[config.mk]
export PLATFORM = sky130hd
export DESIGN_NAME = branch_cond_unit_flat
export DESIGN_NICKNAME = d
export VERILOG_FILES = /design/src/rtl/branch_cond_if.sv /design/src/rtl/branch_cond_unit.sv /design/src/flat_wrapper.sv
export SDC_FILE = /design/constraint.sdc
export NUM_CORES = 1
export LEC_CHECK = 0
export BUFFER_PORTS_ARGS = -buffer_cell sky130_fd_sc_hd__buf_2
export CORE_MARGIN = 4
export CORE_UTILIZATION = 52
export DETAILED_ROUTE_END_ITERATION = 10
export GPL_TIMING_DRIVEN = 0
export PLACE_DENSITY = 0.75
export RECOVER_POWER = 50
export SYNTH_ARGS = -nofsm -noshare
export SYNTH_HDL_FRONTEND = slang
export SYNTH_SLANG_ARGS = --single-unit
[constraint.sdc]
create_clock -name clk -period 3 [get_ports clk]
set_input_delay 0.15 -clock clk [delete_from_list [all_inputs] [get_ports clk]]
set_output_delay 0.15 -clock clk [all_outputs]
set_load 0.02 [all_outputs]
[src/rtl/branch_cond_if.sv]
// Request/response bundle between the decode stage and the branch condition unit.
// The decode side is the master: it issues condition requests and loop-counter loads,
// and receives the registered jump decision plus the per-counter zero flags.
interface branch_cond_if #(
  parameter int WIDTH    = 16,
  parameter int NUM_LOOP = 4,
  parameter int SEL_W    = 2
);
  logic                valid_in;
  logic [4:0]          cond;
  logic [WIDTH-1:0]    rddata;
  logic [WIDTH-1:0]    rsdata;
  logic [WIDTH-1:0]    N;
  logic [SEL_W-1:0]    loop_sel;
  logic                loop_load;
  logic [SEL_W-1:0]    load_sel;
  logic [WIDTH-1:0]    loop_load_val;
  logic                flush;
  logic                valid_out;
  logic                jump;
  logic [NUM_LOOP-1:0] loop_zero;

  modport master (
    output valid_in, cond, rddata, rsdata, N, loop_sel,
           loop_load, load_sel, loop_load_val, flush,
    input  valid_out, jump, loop_zero
  );

  modport slave (
    input  valid_in, cond, rddata, rsdata, N, loop_sel,
           loop_load, load_sel, loop_load_val, flush,
    output valid_out, jump, loop_zero
  );
endinterface

[src/rtl/branch_cond_unit.sv]
// Branch condition unit: evaluates the condition of an issued conditional jump and
// returns a registered decision one cycle later. Supports equality, signed/unsigned
// relational compares against a register or immediate, single-operand tests, and a
// bank of hardware loop counters with decrement-and-branch-if-nonzero.
module branch_cond_unit #(
  parameter int WIDTH    = 16,
  parameter int NUM_LOOP = 4,
  parameter int SEL_W    = 2
) (
  input  logic         clk,
  input  logic         rst_n,
  branch_cond_if.slave bus
);

  // Condition code low bits
  localparam logic [2:0] C_EQ   = 3'b000;
  localparam logic [2:0] C_NE   = 3'b001;
  localparam logic [2:0] C_GT   = 3'b010;
  localparam logic [2:0] C_LT   = 3'b011;
  localparam logic [2:0] C_ZERO = 3'b100;
  localparam logic [2:0] C_NEG  = 3'b101;
  localparam logic [2:0] C_ONES = 3'b110;
  localparam logic [2:0] C_DJNZ = 3'b111;

  localparam logic [WIDTH-1:0] ONE_W = {{(WIDTH-1){1'b0}}, 1'b1};

  // Result registers
  logic valid_q, valid_d;
  logic jump_q,  jump_d;

  // Loop counter bank, exposed as an array for the DJNZ read port
  logic [WIDTH-1:0]    cnt_arr [NUM_LOOP];
  logic [NUM_LOOP-1:0] zero_vec;

  // Request decode
  logic             accept;
  logic             is_djnz;
  logic [WIDTH-1:0] opb;
  logic [WIDTH-1:0] sel_cnt;
  logic [WIDTH-1:0] sel_dec;
  logic             sel_nonzero;
  logic             load_collide;
  logic             djnz_fire;
  logic             decision;

  // Comparator terms
  logic eq_res;
  logic ugt_res;
  logic ult_res;
  logic sgt_res;
  logic slt_res;

  // A request is only taken when it is not being killed by a flush.
  assign accept  = bus.valid_in & ~bus.flush;
  assign is_djnz = (bus.cond[2:0] == C_DJNZ);

  // cond[3] picks the immediate as second operand; only meaningful for EQ..LT.
  assign opb = bus.cond[3] ? bus.N : bus.rsdata;

  assign eq_res  = (bus.rddata == opb);
  assign ugt_res = (bus.rddata > opb);
  assign ult_res = (bus.rddata < opb);
  assign sgt_res = ($signed(bus.rddata) > $signed(opb));
  assign slt_res = ($signed(bus.rddata) < $signed(opb));

  // DJNZ operates on the pre-edge value of the selected counter.
  assign sel_cnt     = cnt_arr[bus.loop_sel];
  assign sel_dec     = sel_cnt - ONE_W;
  assign sel_nonzero = (sel_cnt != '0);

  // A load to the same counter overrides the decrement and forces a not-taken result.
  assign load_collide = bus.loop_load && (bus.load_sel == bus.loop_sel);

  // Counter actually decrements only for an accepted, non-colliding DJNZ on a nonzero counter.
  assign djnz_fire = accept && is_djnz && !load_collide && sel_nonzero;

  // Branch decision for the current request
  always_comb begin
    decision = 1'b0;
    unique case (bus.cond[2:0])
      C_EQ:   decision = eq_res;
      C_NE:   decision = ~eq_res;
      C_GT:   decision = bus.cond[4] ? sgt_res : ugt_res;
      C_LT:   decision = bus.cond[4] ? slt_res : ult_res;
      C_ZERO: decision = (bus.rddata == '0);
      C_NEG:  decision = bus.rddata[WIDTH-1];
      C_ONES: decision = (bus.rddata == '1);
      C_DJNZ: decision = !load_collide && sel_nonzero && (sel_dec != '0);
      default: decision = 1'b0;
    endcase
  end

  // Next-state for the result registers: jump holds when nothing is accepted.
  always_comb begin
    valid_d = accept;
    jump_d  = accept ? decision : jump_q;
  end

  // Result registers
  always_ff @(posedge clk or negedge rst_n) begin
    if (!rst_n) begin
      valid_q <= 1'b0;
      jump_q  <= 1'b0;
    end else begin
      valid_q <= valid_d;
      jump_q  <= jump_d;
    end
  end

  // One counter per loop slot; loads are independent of flush.
  for (genvar gi = 0; gi < NUM_LOOP; gi++) begin : g_cnt
    logic [WIDTH-1:0] cnt_q;
    logic [WIDTH-1:0] cnt_d;
    logic             load_hit;
    logic             dec_hit;

    assign load_hit = bus.loop_load && (bus.load_sel == SEL_W'(gi));
    assign dec_hit  = djnz_fire && (bus.loop_sel == SEL_W'(gi));

    // Load has priority over decrement; otherwise the counter holds.
    always_comb begin
      cnt_d = cnt_q;
      if (load_hit) begin
        cnt_d = bus.loop_load_val;
      end else if (dec_hit) begin
        cnt_d = sel_dec;
      end
    end

    // Counter state
    always_ff @(posedge clk or negedge rst_n) begin
      if (!rst_n) begin
        cnt_q <= '0;
      end else begin
        cnt_q <= cnt_d;
      end
    end

    assign cnt_arr[gi]  = cnt_q;
    assign zero_vec[gi] = (cnt_q == '0);
  end

  assign bus.valid_out = valid_q;
  assign bus.jump      = jump_q;
  assign bus.loop_zero = zero_vec;

endmodule

[src/flat_wrapper.sv]
// flat-port wrapper written by rule: the top's interface ports become plain ports
module branch_cond_unit_flat 
#(
  parameter int WIDTH    = 16,
  parameter int NUM_LOOP = 4,
  parameter int SEL_W    = 2
)
  (clk, rst_n, bus_valid_in, bus_cond, bus_rddata, bus_rsdata, bus_N, bus_loop_sel, bus_loop_load, bus_load_sel, bus_loop_load_val, bus_flush, bus_valid_out, bus_jump, bus_loop_zero);
  branch_cond_if #(.WIDTH(WIDTH), .NUM_LOOP(NUM_LOOP), .SEL_W(SEL_W)) bus_i ();
  input  logic clk;
  input  logic rst_n;
  input wire logic [$bits(bus_i.valid_in)-1:0] bus_valid_in;
  input wire logic [$bits(bus_i.cond)-1:0] bus_cond;
  input wire logic [$bits(bus_i.rddata)-1:0] bus_rddata;
  input wire logic [$bits(bus_i.rsdata)-1:0] bus_rsdata;
  input wire logic [$bits(bus_i.N)-1:0] bus_N;
  input wire logic [$bits(bus_i.loop_sel)-1:0] bus_loop_sel;
  input wire logic [$bits(bus_i.loop_load)-1:0] bus_loop_load;
  input wire logic [$bits(bus_i.load_sel)-1:0] bus_load_sel;
  input wire logic [$bits(bus_i.loop_load_val)-1:0] bus_loop_load_val;
  input wire logic [$bits(bus_i.flush)-1:0] bus_flush;
  output wire logic [$bits(bus_i.valid_out)-1:0] bus_valid_out;
  output wire logic [$bits(bus_i.jump)-1:0] bus_jump;
  output wire logic [$bits(bus_i.loop_zero)-1:0] bus_loop_zero;
  assign bus_i.valid_in = bus_valid_in;
  assign bus_i.cond = bus_cond;
  assign bus_i.rddata = bus_rddata;
  assign bus_i.rsdata = bus_rsdata;
  assign bus_i.N = bus_N;
  assign bus_i.loop_sel = bus_loop_sel;
  assign bus_i.loop_load = bus_loop_load;
  assign bus_i.load_sel = bus_load_sel;
  assign bus_i.loop_load_val = bus_loop_load_val;
  assign bus_i.flush = bus_flush;
  assign bus_valid_out = bus_i.valid_out;
  assign bus_jump = bus_i.jump;
  assign bus_loop_zero = bus_i.loop_zero;
  branch_cond_unit #(.WIDTH(WIDTH), .NUM_LOOP(NUM_LOOP), .SEL_W(SEL_W)) u_core (.clk(clk), .rst_n(rst_n), .bus(bus_i));
endmodule
# --- After elaboration in Yosys (flattened, before gate mapping) ---
# Index checks and enable logic that the tools add are counted.
totals:
  rom_bits: 0
  inputBits: 78
  elab_cells: 76
  regBits: 66
  latch_bits: 0
  ramBits: 0
  output_inout_bits: 6
  mem_count: 0
op_classes:
  add_sub_neg: 1
  n_mul: 0
  n_mux: 15
  shifts: 0
  n_bitwise: 4
  n_div: 0
  eq_ne: 16
  order_cmp: 5
  n_reduce_logical: 29
ops:
  columns: ["op", "count"]
  rows:
  - ["$mux W16", 11]
  - ["$logic_not A16 Y1", 5]
  - ["$bmux W16 S2", 1]
  - ["$gt A16 B16 Y1", 2]
  - ["$lt A16 B16 Y1", 2]
  - ["$reduce_bool A16 Y1", 2]
  - ["$eq A16 B16 Y1", 1]
  - ["$eq A16 B16 Y1 const B", 1]
  - ["$sub A16 B1 Y16 const B", 1]
  - ["$logic_and A1 B1 Y1", 14]
  - ["$eq A3 B3 Y1 const B", 4]
  - ["$eq A2 B2 Y1 const B", 4]
  - ["$pmux W1 S8", 1]
  - ["$reduce_bool A2 Y1", 4]
  - ["$eq A3 B2 Y1 const B", 2]
  - ["$eq A2 B1 Y1 const B", 2]
  - ["$logic_not A2 Y1", 2]
  - ["$eq A3 B1 Y1 const B", 1]
  - ["$ge A3 B3 Y1 const B", 1]
  - ["$logic_not A3 Y1", 1]
  - ["$not A2 Y3", 1]
  - ["$eq A2 B2 Y1", 1]
  - ["$mux W1", 2]
  - ["$not A1 Y1", 2]
  - ["other kinds (2)", 2]

# --- Longest topological paths before layout ---
depth:
  depth_word: 9
  ltp_mapped: 12

# --- Least setup slack after synthesis ---
# No wires, ideal clock.
synth_path:
  path_kind: "input-to-reg"
  startpoint: "in bus_loop_sel[1]"
  endpoint: "reg u_core.g_cnt[0].cnt_q[10]"
  setup_time_ps: 87
  t_arrival_ps: 2780
  path_stages: 12
  slack_ps: 134
  path_buffers: 4
  path_cell_list: "buf_2 > buf_1 > mux4_2 > inv_1 > ha_1 > nor2b_1 > and3_1 > a31oi_1 > or3b_1 > buf_4 > buf_2 > o211ai_1"
synth_between:
  elab_chain_len: 8
synth_rtl:
  columns: ["element", "line", "text"]
  rows:
  - ["from (decl)", "flat_wrapper.sv:17", "input wire logic [$bits(bus_i.loop_sel)-1:0] bus_loop_sel;"]
  - ["branches (longest 8 deep; another with $sub A16 B1 Y16)", null, null]
  - ["to (signal assigned)", "branch_cond_unit.sv:135", "cnt_q <= cnt_d;"]
  - ["to (decl)", "branch_cond_unit.sv:112", "logic [WIDTH-1:0] cnt_q;"]
# Parallel ways; which one is timed is not known. The select of a mux whose other input is x is not followed.
# A chain may end at the register's enable or synchronous reset.

# --- Final worst setup path ---
layout_path:
  startpoint: "reg u_core.g_cnt[3].cnt_q[3]"
  endpoint: "reg u_core.jump_q (netlist: u_core.bus.jump)"
layout_between:
  elab_chain_len: 7
layout_rtl:
  columns: ["element", "line", "text"]
  rows:
  - ["from (decl)", "branch_cond_unit.sv:112", null]
  - ["from (signal assigned)", "branch_cond_unit.sv:135", null]
  - ["$bmux W16 S2 (*)", "branch_cond_unit.sv:67", "assign sel_cnt = cnt_arr[bus.loop_sel];"]
  - ["$mux W16 (not written as such) (*) (2 in series)", "branch_cond_unit.sv:67", null]
  - ["$sub A16 B1 Y16 / $reduce_bool A16 Y1 (equally long branches)", "branch_cond_unit.sv:68, branch_cond_unit.sv:69", null]
  - ["$reduce_bool A16 Y1 / $logic_and A1 B1 Y1 (equally long branches)", "branch_cond_unit.sv:88", "C_DJNZ: decision = !load_collide && sel_nonzero && (sel_dec != '0);"]
  - ["$logic_and A1 B1 Y1 (*)", "branch_cond_unit.sv:88", null]
  - ["$pmux W1 S8 (*)", "branch_cond_unit.sv:80", "unique case (bus.cond[2:0])"]
  - ["to (signal assigned)", "branch_cond_unit.sv:106", "jump_q <= jump_d;"]
  - ["to (decl)", "branch_cond_unit.sv:29", "logic jump_q, jump_d;"]
# Every way passes the cells marked *; elsewhere a longest branch is shown, timed or not. The select of a mux whose other input is x is not followed.

==> flow_metrics.tcl <==
set metrics [dict create \
    outcome "complete, but fails checks" \
    violations "hold timing, capacitance limit, slew limit" \
    finClkSkew_ns 0.0157 \
    drive_above_1_share 0.249 \
    syn_inst 481 \
    post-route-util 0.645 \
    hp-class "in2reg" \
    area_growth_pct 18.3 \
    start_util 0.545 \
    endpoint_kind "register" \
    cap_violations 1 \
    place_ws_ns -0.765 \
    vdd_drop_max_v 0.000338 \
    gp_congestion 0.970 \
    final.min_clock_period_ns 2.96 \
    layout_worst_path_cycle_share 0.985 \
    dieArea_um2 10400 \
    htreeDepth 3 \
    drv_slew 67 \
    cpPeakStageDelay_ns 0.59 \
    antenna_cells 0 \
    cts_tree "built" \
    dr.pass1.iters 5 \
    async_reset_ff_frac 1.00 \
    synth_compound_area_frac 0.138 \
    leakagePower_nw 2.37 \
    track_usage 0.305 \
    antenna_found_initial 0 \
    clkTransAtPathRegs_ns 0.09 \
    numCtsBuffers 9 \
    cp.arrival_ns 3.17 \
    grt_pass1_vias 4586 \
    slowest_stage "or4_4" \
    cts_sinks 66 \
    synth_edf_count 0 \
    syn-mean-instance-area_um2 9.50 \
    fin_ws_ns 0.0442 \
    synth_top_area_cell "dfrtp_1" \
    rows 33 \
    path_max_fanout 5 \
    synth.top_cell.area_share 0.361 \
    via_count 4616 \
    syn-cell-area_um2 4570 \
    clk_latency_ns 0.36 \
    synth_flop_cell "dfrtp_1" \
    cts_root_buf "clkbuf_8" \
    ys_ff_latch 66 \
    io_pins 84 \
    grt_start_max_net_pins 67 \
    cellPowerDensity_nw_per_um2 536 \
    hold-worst-slack_ns -0.00405 \
    port-buffer-count 80 \
    ys_seq_area_frac 0.361 \
    synth_top_family_by_area "simple AND/OR/NAND/NOR gates" \
    grt_pass1_wl_um 23900 \
    setup_viol 0 \
    grt_setup_unrepaired "yes" \
    synth_xor_area_frac 0.0249 \
    cts_buffer_depth 2 \
    worstPathCellList "mux4_2 -> or4_4 -> o31a_1 -> nor4_2 -> nand4_1 -> o41ai_1 -> nand3_1" \
    cp-start-kind "register" \
    overflow 0 \
    drc 0 \
    synthMuxAreaShare 0.146 \
    crit_required_ns 3.22 \
    first_iter_violations 450 \
    synth_nets 577 \
    yosysWarnings 0 \
    yosysUniqueCellTypes 52 \
    drt_wl_total_um 15400 \
    die_w_um 102 \
    synth.area.top_cells "dfrtp_1, o211ai_1, mux4_2" \
    core_um2 8380 \
    place_hpwl_um 11000 \
    routed_via_density 6.72 \
    timing.final.hold_violations 1 \
    max_clock_freq_mhz 338 \
    postRouteAntennaNets 0 \
    die_y_um 102 \
    max_slew.worst_pin.slew_ns 1.66 \
    synthAdderAreaFrac 0.0493 \
    max-slew-margin-rel -0.108 \
    wire_per_inst_um 22.5 \
    synth_simple_gate_area_share 0.245 \
    crit_type "reg2reg" \
    fin_nets 673 \
]
==> cells in the mapped netlist, types with 2 or more instances <==
library cell   n
nor2b_1        5
dfrtp_1       66
nor2_1        11
nand3_1       59
mux2i_1       28
o21ai_1       13
inv_1          6
nand2_1       69
a211oi_1       2
nand3b_1       4
mux4_2        14
a21oi_1        5
or4_1          2
xnor2_1        7
or3b_1         2
a21boi_1       2
o31a_1         2
o211ai_1      53
buf_1          2
and3_1         2
ha_1          18
xor2_1         6
clkbuf_1      15
nor3_1         4
nand4_1       12
nor4_1        23
a21o_1         3
and4_1         5
nand2b_1       3
mux2_2         2
buf_2         11
nor3b_1        4
a31oi_1        2
==> state kept, by name, indices dropped and copies added (netlist names) <==
| register | count |
|---|---|
| u_core.g_cnt.cnt_q | 64 |
| u_core.bus.jump | 1 |
| u_core.bus.valid_out | 1 |
==> worst paths after layout <==
check | start | end | slack [ns] | cells after the start
min in group asynchronous | rst_n | u_core.g_cnt[3].cnt_q[2]$_DFFE_PN0P_ | 0.76 | 2
max | u_core.g_cnt[3].cnt_q[3]$_DFFE_PN0P_ | u_core.bus.jump$_DFFE_PN0P_ | 0.04 | 7
max in group asynchronous | rst_n | u_core.g_cnt[1].cnt_q[11]$_DFFE_PN0P_ | 1.24 | 2
min | bus_flush | u_core.bus.valid_out$_DFF_PN0_ | -0.004 | 2
min reg2reg | u_core.bus.jump$_DFFE_PN0P_ | u_core.bus.jump$_DFFE_PN0P_ | 0.50 | 2
max reg2reg | u_core.g_cnt[3].cnt_q[3]$_DFFE_PN0P_ | u_core.bus.jump$_DFFE_PN0P_ | 0.04 | 7
==> critical path: cells and delay by family, from the launching register on <==
| family | cells | cell delay (ns) |
|---|---|---|
| AND/OR/NAND/NOR | 4 | 1.08 |
| multiplexers | 1 | 0.58 |
| AO/OA/AOI/OAI | 2 | 0.72 |
| flip-flops | 1 | 0.43 |
==> layout by cell type, fill, tap and decap left out, types with 5 or more instances in the layout <==
cell type,count
o21ai_1,13
dfrtp_1,66
inv_1,6
nand2_1,69
ha_1,17
and4_1,5
clkbuf_8,9
nor4_1,23
mux4_2,14
xnor2_1,7
buf_4,11
nand3_1,59
mux2i_1,28
a21oi_1,5
nor2_1,11
o211ai_1,53
buf_2,81
clkbuf_1,15
nand4_1,12
==> routing by layer <==
metal | global-route usage | wire, µm
met1 | 0.385 | 5950
met2 | 0.493 | 7070
met3 | 0.0813 | 1840
met4 | 0.135 | 587
met5 | 0 | 0
==> repair_timing <==
item,in CTS,in global routing
pin swaps,1,0
resized for setup,14,7
hold buffers,1,0
setup endpoints to repair,65,59
endpoints found under the hold margin,66,0
buffers inserted,2,2
==> stage by stage <==
stage	TNS, ns	cell area, µm²	power (W)	std cells
2_1_floorplan	0	4570	0.00176	481
3_3_place_gp	-37.49	5100	0.00204	666
3_5_place_dp	-41.60	5110	0.00207	666
4_1_cts	0	5370	0.00284	685
5_1_grt	-0.0742	5410	0.00303	687
6_report	0	5410	0.00290	687
==> where the power goes <==
group	internal [W]	switching, W
logic	0.000403	0.000532
registers	0.00104	0.000150
clock network	0.000382	0.000385
==> area by class of cell <==
cell class | instances | area [µm²]
Clock buffer | 9 | 124
Sequential cell | 66 | 1650
Inverter | 6 | 22.5
Timing Repair Buffer | 85 | 438
Multi-Input combinational cell | 379 | 2800
Tap cell | 105 | 131
Clock inverter | 7 | 68.8
Buffer | 30 | 170
Fill cell | 729 | 2980
==> cells by family (layout without fill, tap and decap cells) <==
family	Yosys count	in the layout
mux	46	46
simple gates	213	213
flops	66	66
buf+inv	36	137
compound gates	89	89
xor+xnor	13	13
fa+ha+maj	18	18
(Power assumes the default switching activity.)
